===== src/rtl/reg_bank_pkg.sv =====
// Shared definitions for the register bank arbiter slice: default bank
// geometry, the requester id type and the commit-stage record layout.
package reg_bank_pkg;

  localparam int REG_NREGS = 4;
  localparam int REG_WIDTH = 4;

  typedef logic reqId_t;

  typedef struct packed {
    logic                         valid;
    logic [$clog2(REG_NREGS)-1:0] addr;
    logic [REG_WIDTH-1:0]         data;
  } commit_t;

endpackage


===== src/rtl/reg_bank_arbiter_if.sv =====
// Bus bundle between the two write requesters / reader and the bank.
// master = the producers and reader side, slave = the bank controller.
interface reg_bank_arbiter_if
  import reg_bank_pkg::*;
#(
  parameter int NREGS = REG_NREGS,
  parameter int WIDTH = REG_WIDTH
);
  localparam int AW = $clog2(NREGS);

  logic             req0;
  logic [AW-1:0]    addr0;
  logic [WIDTH-1:0] data0;
  logic             gnt0;
  logic             req1;
  logic [AW-1:0]    addr1;
  logic [WIDTH-1:0] data1;
  logic             gnt1;
  logic [AW-1:0]    raddr;
  logic [WIDTH-1:0] rdata;
  logic             wr_pending;
  reqId_t           last_gnt;

  modport master (
    output req0, addr0, data0, req1, addr1, data1, raddr,
    input  gnt0, gnt1, rdata, wr_pending, last_gnt
  );

  modport slave (
    input  req0, addr0, data0, req1, addr1, data1, raddr,
    output gnt0, gnt1, rdata, wr_pending, last_gnt
  );

endinterface


===== src/rtl/reg_bank_arbiter_reg_en_sr.sv =====
// Generic WIDTH-bit storage register with load enable and synchronous
// active-high clear. Used for every bank entry and for the commit data.
module reg_en_sr #(
  parameter int WIDTH = 4
) (
  input  logic             clk,
  input  logic             rst,
  input  logic             en_i,
  input  logic [WIDTH-1:0] d_i,
  output logic [WIDTH-1:0] q_o
);

  logic [WIDTH-1:0] data_q;

  // Clear on reset, otherwise load only when enabled
  always_ff @(posedge clk) begin
    if (rst) begin
      data_q <= '0;
    end else if (en_i) begin
      data_q <= d_i;
    end
  end

  assign q_o = data_q;

endmodule


===== src/rtl/reg_bank_arbiter.sv =====
// Shared register bank controller: two write requesters arbitrated
// round-robin into a single commit stage that writes the bank one cycle
// after the grant, plus one combinational read port.
// Optional feature macro: REG_BANK_BYPASS_EN forwards the commit-stage
// data to the read port when the read address matches the pending write.
module reg_bank_arbiter
  import reg_bank_pkg::*;
#(
  parameter int NREGS = REG_NREGS,
  parameter int WIDTH = REG_WIDTH
) (
  input  logic               clk,
  input  logic               rst,
  reg_bank_arbiter_if.slave  bus
);

  localparam int AW = $clog2(NREGS);

  typedef struct packed {
    logic             valid;
    logic [AW-1:0]    addr;
    logic [WIDTH-1:0] data;
  } commitStage_t;

  logic             gnt0;
  logic             gnt1;
  reqId_t           prio_q;
  reqId_t           prio_d;
  reqId_t           lastGnt_q;
  reqId_t           lastGnt_d;
  commitStage_t     commit_d;
  logic             commitV_q;
  logic [AW-1:0]    commitAddr_q;
  logic [WIDTH-1:0] commitData_q;
  logic [WIDTH-1:0] bank_q [NREGS];

  // Grant: a lone requester always wins, a tie goes to prio; nothing in reset
  always_comb begin
    gnt0 = 1'b0;
    gnt1 = 1'b0;
    if (!rst) begin
      if (bus.req0 && (!bus.req1 || prio_q == 1'b0)) begin
        gnt0 = 1'b1;
      end else if (bus.req1) begin
        gnt1 = 1'b1;
      end
    end
  end

  // Winner's address/data feed the commit stage; no grant empties it
  always_comb begin
    commit_d = '0;
    if (gnt0) begin
      commit_d.valid = 1'b1;
      commit_d.addr  = bus.addr0;
      commit_d.data  = bus.data0;
    end else if (gnt1) begin
      commit_d.valid = 1'b1;
      commit_d.addr  = bus.addr1;
      commit_d.data  = bus.data1;
    end
  end

  // Any grant hands priority to the other requester and records the winner
  always_comb begin
    prio_d    = prio_q;
    lastGnt_d = lastGnt_q;
    if (gnt0) begin
      prio_d    = 1'b1;
      lastGnt_d = 1'b0;
    end else if (gnt1) begin
      prio_d    = 1'b0;
      lastGnt_d = 1'b1;
    end
  end

  // Arbitration state and commit control; reset drops any pending write
  always_ff @(posedge clk) begin
    if (rst) begin
      prio_q       <= 1'b0;
      lastGnt_q    <= 1'b0;
      commitV_q    <= 1'b0;
      commitAddr_q <= '0;
    end else begin
      prio_q       <= prio_d;
      lastGnt_q    <= lastGnt_d;
      commitV_q    <= commit_d.valid;
      commitAddr_q <= commit_d.addr;
    end
  end

  reg_en_sr #(.WIDTH(WIDTH)) uCommitData (
    .clk  (clk),
    .rst  (rst),
    .en_i (commit_d.valid),
    .d_i  (commit_d.data),
    .q_o  (commitData_q)
  );

  for (genvar i = 0; i < NREGS; i++) begin : gBank
    reg_en_sr #(.WIDTH(WIDTH)) uEntry (
      .clk  (clk),
      .rst  (rst),
      .en_i (commitV_q && (commitAddr_q == AW'(i))),
      .d_i  (commitData_q),
      .q_o  (bank_q[i])
    );
  end

  assign bus.gnt0       = gnt0;
  assign bus.gnt1       = gnt1;
  assign bus.wr_pending = commitV_q;
  assign bus.last_gnt   = lastGnt_q;

`ifdef REG_BANK_BYPASS_EN
  assign bus.rdata = (commitV_q && (bus.raddr == commitAddr_q)) ? commitData_q
                                                                : bank_q[bus.raddr];
`else
  assign bus.rdata = bank_q[bus.raddr];
`endif

endmodule

===== src/flat_wrapper.sv =====
// flat-port wrapper written by rule: the top's interface ports become plain ports
module reg_bank_arbiter_flat import reg_bank_pkg::*;
#(
  parameter int NREGS = REG_NREGS,
  parameter int WIDTH = REG_WIDTH
)
  (clk, rst, bus_req0, bus_addr0, bus_data0, bus_req1, bus_addr1, bus_data1, bus_raddr, bus_gnt0, bus_gnt1, bus_rdata, bus_wr_pending, bus_last_gnt);
  reg_bank_arbiter_if #(.NREGS(NREGS), .WIDTH(WIDTH)) bus_i ();
  input  logic clk;
  input  logic rst;
  input wire logic [$bits(bus_i.req0)-1:0] bus_req0;
  input wire logic [$bits(bus_i.addr0)-1:0] bus_addr0;
  input wire logic [$bits(bus_i.data0)-1:0] bus_data0;
  input wire logic [$bits(bus_i.req1)-1:0] bus_req1;
  input wire logic [$bits(bus_i.addr1)-1:0] bus_addr1;
  input wire logic [$bits(bus_i.data1)-1:0] bus_data1;
  input wire logic [$bits(bus_i.raddr)-1:0] bus_raddr;
  output wire logic [$bits(bus_i.gnt0)-1:0] bus_gnt0;
  output wire logic [$bits(bus_i.gnt1)-1:0] bus_gnt1;
  output wire logic [$bits(bus_i.rdata)-1:0] bus_rdata;
  output wire logic [$bits(bus_i.wr_pending)-1:0] bus_wr_pending;
  output wire logic [$bits(bus_i.last_gnt)-1:0] bus_last_gnt;
  assign bus_i.req0 = bus_req0;
  assign bus_i.addr0 = bus_addr0;
  assign bus_i.data0 = bus_data0;
  assign bus_i.req1 = bus_req1;
  assign bus_i.addr1 = bus_addr1;
  assign bus_i.data1 = bus_data1;
  assign bus_i.raddr = bus_raddr;
  assign bus_gnt0 = bus_i.gnt0;
  assign bus_gnt1 = bus_i.gnt1;
  assign bus_rdata = bus_i.rdata;
  assign bus_wr_pending = bus_i.wr_pending;
  assign bus_last_gnt = bus_i.last_gnt;
  reg_bank_arbiter #(.NREGS(NREGS), .WIDTH(WIDTH)) u_core (.clk(clk), .rst(rst), .bus(bus_i));
endmodule

===== config.mk =====
export PLATFORM = sky130hd
export DESIGN_NAME = reg_bank_arbiter_flat
export DESIGN_NICKNAME = d
export VERILOG_FILES = /design/src/rtl/reg_bank_pkg.sv /design/src/rtl/reg_bank_arbiter_if.sv /design/src/rtl/reg_bank_arbiter_reg_en_sr.sv /design/src/rtl/reg_bank_arbiter.sv /design/src/flat_wrapper.sv
export SDC_FILE = /design/constraint.sdc
export NUM_CORES = 1
export LEC_CHECK = 0
export ABC_AREA = 1
export ABC_CLOCK_PERIOD_IN_PS = 1140
export CAP_MARGIN = 20
export CORE_MARGIN = 2
export CORE_UTILIZATION = 48
export CTS_CLUSTER_SIZE = 25
export DETAILED_ROUTE_END_ITERATION = 12
export GPL_TIMING_DRIVEN = 0
export PLACE_DENSITY = 0.81
export RECOVER_POWER = 50
export SLEW_MARGIN = 5
export SYNTH_ARGS = -nofsm -noshare
export SYNTH_HDL_FRONTEND = slang
export SYNTH_SLANG_ARGS = --single-unit

===== constraint.sdc =====
create_clock -name clk -period 1.14 [get_ports clk]
set_input_delay 0.285 -clock clk [delete_from_list [all_inputs] [get_ports clk]]
set_output_delay 0.285 -clock clk [all_outputs]
set_load 0.02 [all_outputs]

## Word level (Yosys, flattened, before mapping)

Cells that the tools add are included.

- Register bits after elaboration: 25
- Bits in latches: 0
- RAM bits: 0
- Memory bits (read-only): 0
- Memories kept: 0

- Add/sub/neg operators: 0
- Multiply operators: 0
- Divide/modulo/power cells: 0
- $lt $le $gt $ge: 1
- Equal/unequal tests: 3
- Shift-type cells: 0
- Multiplexer cells: 12
- Bitwise logic cells: 2
- Reduce and logical (&&, ||, !) cells: 10

Operators by type and width:

| kind | count |
|---|---|
| 7-bit two-way mux | 2 |
| 4-bit binary-select mux with 2-bit select | 1 |
| 4-bit two-way mux | 2 |
| 1-bit two-way mux | 7 |
| 1-bit logical AND | 5 |
| 2-bit equality test, second input constant | 2 |
| 3-bit greater-or-equal comparator, second input constant | 1 |
| 2-bit NOT with 3-bit output | 1 |
| 2-bit by 1-bit equality test with 1-bit output, second input constant | 1 |
| 2-bit logical NOT | 1 |
| 2-bit nonzero test | 1 |
| 2-bit OR reduction | 1 |
| 1-bit logical NOT | 1 |
| 1-bit logical OR | 1 |
| 1-bit NOT | 1 |

## Longest topological paths before layout

Gate-level depths: netlist of run 1.

- Depth in word-level cells: 7
- Gate-level depth with buffers: 8

## Modules after synthesis

Synthesis of run 1 repeated with hierarchy kept, for this count alone.

- Cell total of the unflattened synthesis: 205
- Area, all modules: 1,345.0 um2

Modules (own cells, without submodules):

| module | times used | cells each | area each (um2) | sequential area each (um2) |
|---|---|---|---|---|
| reg_en_sr | 5 | 26 | 172.7 | 80.1 |
| reg_bank_arbiter | 1 | 75 | 481.7 | 100.1 |

## Least setup slack after synthesis of run 1

No wires, ideal clock.

- Path type: input to output
- From: in bus_raddr[0]
- To: out bus_rdata[0]
- Arrival: 992 ps
- Required time: 855 ps
- Path slack: -137 ps
- Cell stages on the path: 4
- Buffers on the path: 1
- Cell sequence: buf_2 > inv_1 > o21ai_0 > o22ai_1

- Cells in the longest elaborated chain, start to end: 4

Ends and longest elaborated chain:

| element | line | source |
|---|---|---|
| start, declared | flat_wrapper.sv:17 | `input wire logic [$bits(bus_i.raddr)-1:0] bus_raddr;` |
| 2-bit NOT with 3-bit output (implied by the code) | reg_bank_arbiter.sv:119 | `assign bus.rdata = bank_q[bus.raddr];` |
| 4-bit binary-select mux with 2-bit select | reg_bank_arbiter.sv:119 |  |
| 4-bit two-way mux (implied by the code) (2 in series) | reg_bank_arbiter.sv:119 |  |
| end, declared | flat_wrapper.sv:20 | `output wire logic [$bits(bus_i.rdata)-1:0] bus_rdata;` |

No other way between the ends. The select of a mux whose other input is x is not followed.

## Worst setup path after layout of run 1

- From: reg u_core.prio_q
- To: out bus_gnt1

- Cells in the longest elaborated chain, start to end: 5

Ends and longest elaborated chain:

| element | line | source |
|---|---|---|
| start, declared | reg_bank_arbiter.sv:27 | `reqId_t prio_q;` |
| start signal, assigned | reg_bank_arbiter.sv:85 | `prio_q <= prio_d;` |
| 1-bit NOT | reg_bank_arbiter.sv:42 | `if (bus.req0 && (!bus.req1 \|\| prio_q == 1'b0)) begin` |
| 1-bit logical OR | reg_bank_arbiter.sv:42 |  |
| 1-bit logical AND | reg_bank_arbiter.sv:42 |  |
| 1-bit two-way mux | reg_bank_arbiter.sv:42 |  |
| 1-bit two-way mux | reg_bank_arbiter.sv:41 | `if (!rst) begin` |
| end, declared | flat_wrapper.sv:19 | `output wire logic [$bits(bus_i.gnt1)-1:0] bus_gnt1;` |

No other way between the ends.

==> results of run 1 <==
==> worst register-to-register path: stages, from the launching register on <==
cell and delay [ns]:
dfxtp_2 0.36, nand2_4 0.08, nand2_8 0.07, buf_4 0.14, buf_6 0.12, a21oi_4 0.19
nor2_1 0.06, nor2_1 0.10, nor2_1 0.04
==> area by class of cell <==
cell class | count | area (sq um) | share of cell area
buffer | 5 | 46.29 | 0.02875
clock buffer | 4 | 26.28 | 0.01632
inverter | 13 | 51.30 | 0.03186
multi-input combinational | 96 | 589.3 | 0.3660
sequential | 25 | 519.2 | 0.3225
tap | 28 | 35.03 | 0.02176
timing repair buffer | 37 | 342.8 | 0.2129
==> cell families (layout without fill, tap and decap cells) <==
kind of cell	Yosys count	after routing	share of synthesized area
buffers and inverters	18	59	0.08352
and+or+nand+nor	49	49	0.2336
AOI/OAI and AO/OA	47	47	0.2314
DFF	25	25	0.4515
==> cells in the final DEF, fill, tap and decap left out <==
master,instances
nand2_1,15
o211a_1,1
inv_4,1
nand2_2,1
dfxtp_4,1
nand3_2,2
buf_6,11
buf_2,1
o21ai_2,7
a21oi_4,1
dfxtp_2,12
clkdlybuf4s15_2,1
inv_1,10
o21ai_0,14
nor2_8,1
a21oi_1,16
buf_4,16
nand2_8,1
clkdlybuf4s50_1,12
o22ai_2,4
nand4_1,4
nor3b_4,1
dlygate4sd2_1,1
inv_2,2
nand2_4,1
o21ai_1,4
nor2_2,7
nor2_1,16
clkbuf_1,1
clkbuf_4,3
dfxtp_1,12
==> timing repair <==
action | in CTS | in global routing
setup buffers | 6 | 9
endpoints found under the setup margin | 12 | 16
resized for setup | 83 | 9
endpoints found under the hold margin | 0 | 0
pin swaps | 12 | 6
==> power by group <==
part,switching [mW],internal (mW),total (mW)
Sequential,0.0367,0.922,0.959
Combinational,0.198,0.203,0.401
Clock,0.237,0.136,0.373
Total,0.471,1.26,1.73
==> flip-flops by register name, summed over array words and instances, names as in the netlist <==
signal,count
u_core.gBank.uEntry.q_o,16
u_core.commitAddr_q,2
u_core.uCommitData.q_o,4
u_core.prio_q,1
u_core.bus.last_gnt,1
u_core.bus.wr_pending,1
==> layer usage <==
| layer | GRT usage | up-vias | part of all wire | routed length (um) |
|---|---|---|---|---|
| met5 | 0 | - | 0 | 0 |
| met2 | 0.4051 | 40 | 0.55 | 1500 |
| met3 | 0.02586 | 0 | 0.065 | 176 |
| li1 | - | 550 | - | - |
| met4 | 0.05263 | 0 | 0 | 0 |
| met1 | 0.2234 | 503 | 0.38 | 1034 |
==> stage by stage <==
| step | power (mW) | std cells | setup WS, ns | util | hold WS [ns] |
|---|---|---|---|---|---|
| after floorplan | 1.169 | 139 | 0.02142 | - | 0.3881 |
| after global routing | 1.811 | 208 | -0.3009 | 0.7350 | 0.1789 |
| after detailed placement | 1.298 | 189 | -0.8821 | 0.6339 | 0.4431 |
| after CTS | 1.699 | 199 | -0.2379 | 0.6945 | 0.1906 |
| final | 1.733 | 208 | -0.2548 | 0.7350 | 0.1942 |
| after global placement | 1.285 | 189 | -0.8589 | 0.6339 | 0.4356 |
==> worst min-delay path by stage <==
stage | to | slack [ns] | depth (start not counted)
floorplan | u_core.commitAddr_q[0] | 0.39 | 2
global placement | u_core.gBank[3].uEntry.q_o[0] | 0.44 | 2
detailed placement | u_core.gBank[3].uEntry.q_o[1] | 0.44 | 2
CTS | u_core.prio_q | 0.19 | 2
global route | u_core.prio_q | 0.18 | 2
finish | u_core.prio_q | 0.19 | 2
==> results.json, run 1 <==
{
  "postCtsHoldBufs": 0,
  "cp-end-kind": "output pin",
  "via_per_inst": 5.255,
  "vias": 1093,
  "max-slew-margin-rel": 0.7941,
  "finalInstanceArea_sq_um": 1610,
  "start_kind": "flip-flop",
  "drv_slew": 0,
  "r2r-end": "u_core.uCommitData.q_o[0]",
  "netlist_area_sq_um": 1109,
  "nFillCells": 166,
  "ios": 26,
  "worst-path-stages": 5,
  "finalHoldViolations": 0,
  "port_buffers": 22,
  "grtUsageTotal": 0.2046,
  "drc": 0,
  "leakage_nw": 0.6914,
  "yosysSeqAreaShare": 0.4515,
  "clkSinkCount": 25,
  "violations": "setup timing",
  "synth_area_leaders": "dfxtp_1, o21ai_0, a21oi_1, nor2_1, nand2_1",
  "synth_edf_count": 0,
  "synth_nets": 157,
  "start_util": 0.5060,
  "cts_tree": "done",
  "crit_family": "flip-flops",
  "dr.pass1.iters": 4,
  "outcome": "finished, violations left",
  "r2r_start": "u_core.prio_q",
  "ys_ff_latch": 25,
  "period_share": 1.224,
  "area_growth_pct": 45.26,
  "worstPathArrival_ns": 1.11,
  "crit_slowest_cell": "dfxtp_2",
  "post_dp_cell_area_sq_um": 1389,
  "path_cells": "nand2_4, nand2_8, nand3_2, inv_2, buf_6",
  "crit_end": "bus_gnt1",
  "synth.most_common_cell": "dfxtp_1",
  "hpwl_um": 1793,
  "layout-drive-gt1-share": 0.4111,
  "grt_remaining_overflow": 0,
  "wirelength_um": 2711,
  "synthTopCellsByCount": "dfxtp_1, nor2_1, o21ai_0",
  "clk_pin_slew_ns": 0.12,
  "nets": 199,
  "ff2ff_setup_slack_ns": -0.11,
  "crit_buf_inv": 2,
  "synthArstFlopShare": 0,
  "diodes": 0,
  "grt_pass1_wl_um": 4153,
  "worstSkewPairLatency_ns": 0.30,
  "place_congestion": 0.8018,
  "ys_types": 20,
  "finClkSkew_ns": 0.001199,
  "synth_cells": 139,
  "antenna_found_initial": 0,
  "grt_max_degree": 14,
  "startpoint": "u_core.prio_q",
  "fin_ws_ns": -0.2548,
  "h-tree-depth": 1,
  "fin_tns_setup_ns": -1.442,
  "cp_max_fo": 4,
  "avgSynthCellArea_sq_um": 7.975,
  "clockRootBuffer": "clkbuf_4",
  "cts_buffer_depth": 2,
  "reg2reg_depth": 8,
  "antenna_left": 0,
  "yosysTopAreaCell": "dfxtp_1",
  "rows": 17,
  "worst_ep_required_time_ns": 0.85,
  "drt-initial-drc-count": 15,
  "worst_pin_slew_ns": 0.3085,
  "core_area_sq_um": 2191,
  "post-synth-top-area-fraction": 0.4515,
  "ys_warn_count": 0,
  "hp-start": "rst",
  "rsz0062_at_grt": "true",
  "synth-main-ff-cell": "dfxtp_1",
  "slowest_delay_ns": 0.37,
  "cap_violations": 0,
  "die_w_um": 52.06,
  "ir_drop_mv": 0.7351,
  "grt_pass1_vias": 998,
  "chipHeight_um": 52.06,
  "routedWlPerCell_um": 13.03,
  "critPathKind": "reg2out",
  "setup_viol": 10,
  "fmax_ghz": 0.7169,
  "cts_buffers": 3,
  "dieArea_sq_um": 2710,
  "finalCriticalPeriod_ns": 1.395,
  "hold_path_class": "in2reg",
  "cellPowerDensity_nw_per_um2": 1076
}
Power figures use the tool's default switching activity.
==> run 2: changes to the inputs <==
--- a/config.mk
+++ b/config.mk
@@ -8,9 +8,9 @@
 export ABC_AREA = 1
 export ABC_CLOCK_PERIOD_IN_PS = 1140
 export CAP_MARGIN = 20
+export CORE_ASPECT_RATIO = 0.6
 export CORE_MARGIN = 2
 export CORE_UTILIZATION = 48
-export CTS_CLUSTER_SIZE = 25
 export DETAILED_ROUTE_END_ITERATION = 12
 export GPL_TIMING_DRIVEN = 0
 export PLACE_DENSITY = 0.81
==> run 2 against run 1 <==
  * The run still ends with setup timing left
  * Clock-buffer cell count is 1 lower
  * Sequential power hardly changed
  * Hold slack better by 0.045 ns
==> results.json, run 2 (synthesis gave the netlist of run 1 again) <==
{
  "outcome": "finished, violations left",
  "violations": "setup timing",
  "worstSkewPairLatency_ns": 0.27,
  "power_mw": 1.861,
  "grt_max_degree": 15,
  "cts_buffer_depth": 2,
  "cap_violations": 0,
  "hp-start": "rst",
  "crit_buf_inv": 2,
  "cp_max_fo": 4,
  "top_layer": "met4",
  "clkSinkCount": 25,
  "die_w_um": 66.04,
  "start_util": 0.5086,
  "vias": 1074,
  "drc": 0,
  "setup_viol": 10,
  "max-slew-margin-rel": 0.7828,
  "clockRootBuffer": "clkbuf_8",
  "via_per_inst": 5.291,
  "period_share": 1.147,
  "worst_pin_slew_ns": 0.3254,
  "layout_common_cells": "nor2_1, a21oi_1, nand2_1",
  "dieArea_sq_um": 2723,
  "area_growth_pct": 39.39,
  "cp-end-kind": "output pin",
  "cellPowerDensity_nw_per_um2": 1205,
  "crit_slowest_cell": "dfxtp_2",
  "postCtsHoldBufs": 0,
  "nets": 192,
  "critPathKind": "reg2out",
  "fin_tns_setup_ns": -0.9429,
  "start_kind": "flip-flop",
  "crit_family": "flip-flops",
  "grt_pass1_wl_um": 4374,
  "ir_drop_mv": 0.7946,
  "ios": 26,
  "met2_length_um": 1439,
  "reg2reg_depth": 7,
  "met1Wirelength_um": 1219,
  "ff2ff_setup_slack_ns": -0.07,
  "diodes": 0,
  "cts_buffers": 3,
  "wl_met3_um": 153,
  "routedWlPerCell_um": 14.00,
  "hold_path_depth": 2,
  "chipHeight_um": 41.23,
  "hold_end": "u_core.uCommitData.q_o[3]",
  "worst_ep_required_time_ns": 0.85,
  "port_buffers": 22,
  "wirelength_um": 2842,
  "r2r-end": "u_core.uCommitData.q_o[0]",
  "worstPathArrival_ns": 1.02,
  "grt_pass1_vias": 943,
  "clk_pin_slew_ns": 0.08,
  "core_area_sq_um": 2180,
  "hpwl_um": 2035,
  "largest_reg_flops": 16,
  "h-tree-depth": 1,
  "drt-initial-drc-count": 61,
  "hold_path_class": "in2reg",
  "drv_slew": 0,
  "finClkSkew_ns": 0.007469,
  "grt_remaining_overflow": 0,
  "antenna_left": 0,
  "slowest_delay_ns": 0.36,
  "dr.pass1.iters": 4,
  "leakage_nw": 0.6592,
  "layout-drive-gt1-share": 0.3699,
  "cts_tree": "done",
  "antenna_found_initial": 0,
  "finalCriticalPeriod_ns": 1.308,
  "fin_util": 0.7090,
  "r2r_start": "u_core.prio_q",
  "fin_ws_ns": -0.1681,
  "finalHoldViolations": 0,
  "place_congestion": 0.7892,
  "fmax_ghz": 0.7644,
  "rsz0062_at_grt": "true",
  "rows": 13,
  "path_cells": "nand2_4, nand2_8, nand3_2, inv_2, buf_6",
  "grtUsageTotal": 0.2329
}
run 2: cell count changes in the layout (fill, tap and decap cells not counted), moves of 2 or more:
cell      change
o21ai_1       +3
clkbuf_8      +3
buf_6         -2
buf_4         -6
clkbuf_4      -3
buf_2         +2
o21ai_2       -2
run 2: routing by layer:
| layer | vias up | global-route usage |
|---|---|---|
| li1 | 535 | - |
| met5 | - | 0 |
| met1 | 506 | 0.2706 |
| met2 | 29 | 0.4141 |
| met3 | 4 | 0.08242 |
| met4 | 0 | 0.08673 |
run 2: worst max path at each step:
| stage | start | end | slack (ns) | depth (start not counted) |
|---|---|---|---|---|
| finish | u_core.prio_q | bus_gnt1 | -0.17 | 5 |
| global route | u_core.prio_q | bus_gnt1 | -0.23 | 5 |
| CTS | u_core.prio_q | bus_gnt1 | -0.18 | 5 |
| detailed placement | bus_raddr[1] | bus_rdata[0] | -0.93 | 4 |
| global placement | bus_raddr[1] | bus_rdata[1] | -0.88 | 4 |
| floorplan | rst | bus_gnt1 | 0.02 | 5 |
run 2: final cells by class:
cell class / instances / area, sq um
well taps: 30 / 37.54
clock inverters: 1 / 5.005
fillers: 174 / 634.4
clock buffers: 3 / 41.29
plain buffers: 5 / 46.29
multi-input cells: 96 / 574.3
inverters: 13 / 51.30
repair buffers: 30 / 274.0
flip-flops and latches: 25 / 515.5
run 2: timing repair:
action	4_1_cts	5_1_grt
setup endpoints to repair	16	23
buffers inserted	5	4
pin swaps	13	7
resized for setup	78	10
run 2: power by group:
group / switching, mW / internal, mW / leakage, nW
Sequential: 0.0362 / 0.923 / 0.209
Combinational: 0.197 / 0.182 / 0.424
Clock: 0.279 / 0.245 / 0.0255
run 2: through the flow:
step	cell area, sq um	worst slack (ns)	hold slack [ns]	cells
detailed placement	1391	-0.9264	0.4501	191
finish	1545	-0.1681	0.2395	203
global placement	1391	-0.8843	0.4366	191
floorplan	1134	0.02142	0.3881	139
CTS	1524	-0.1813	0.2359	200
global route	1545	-0.2298	0.2340	203
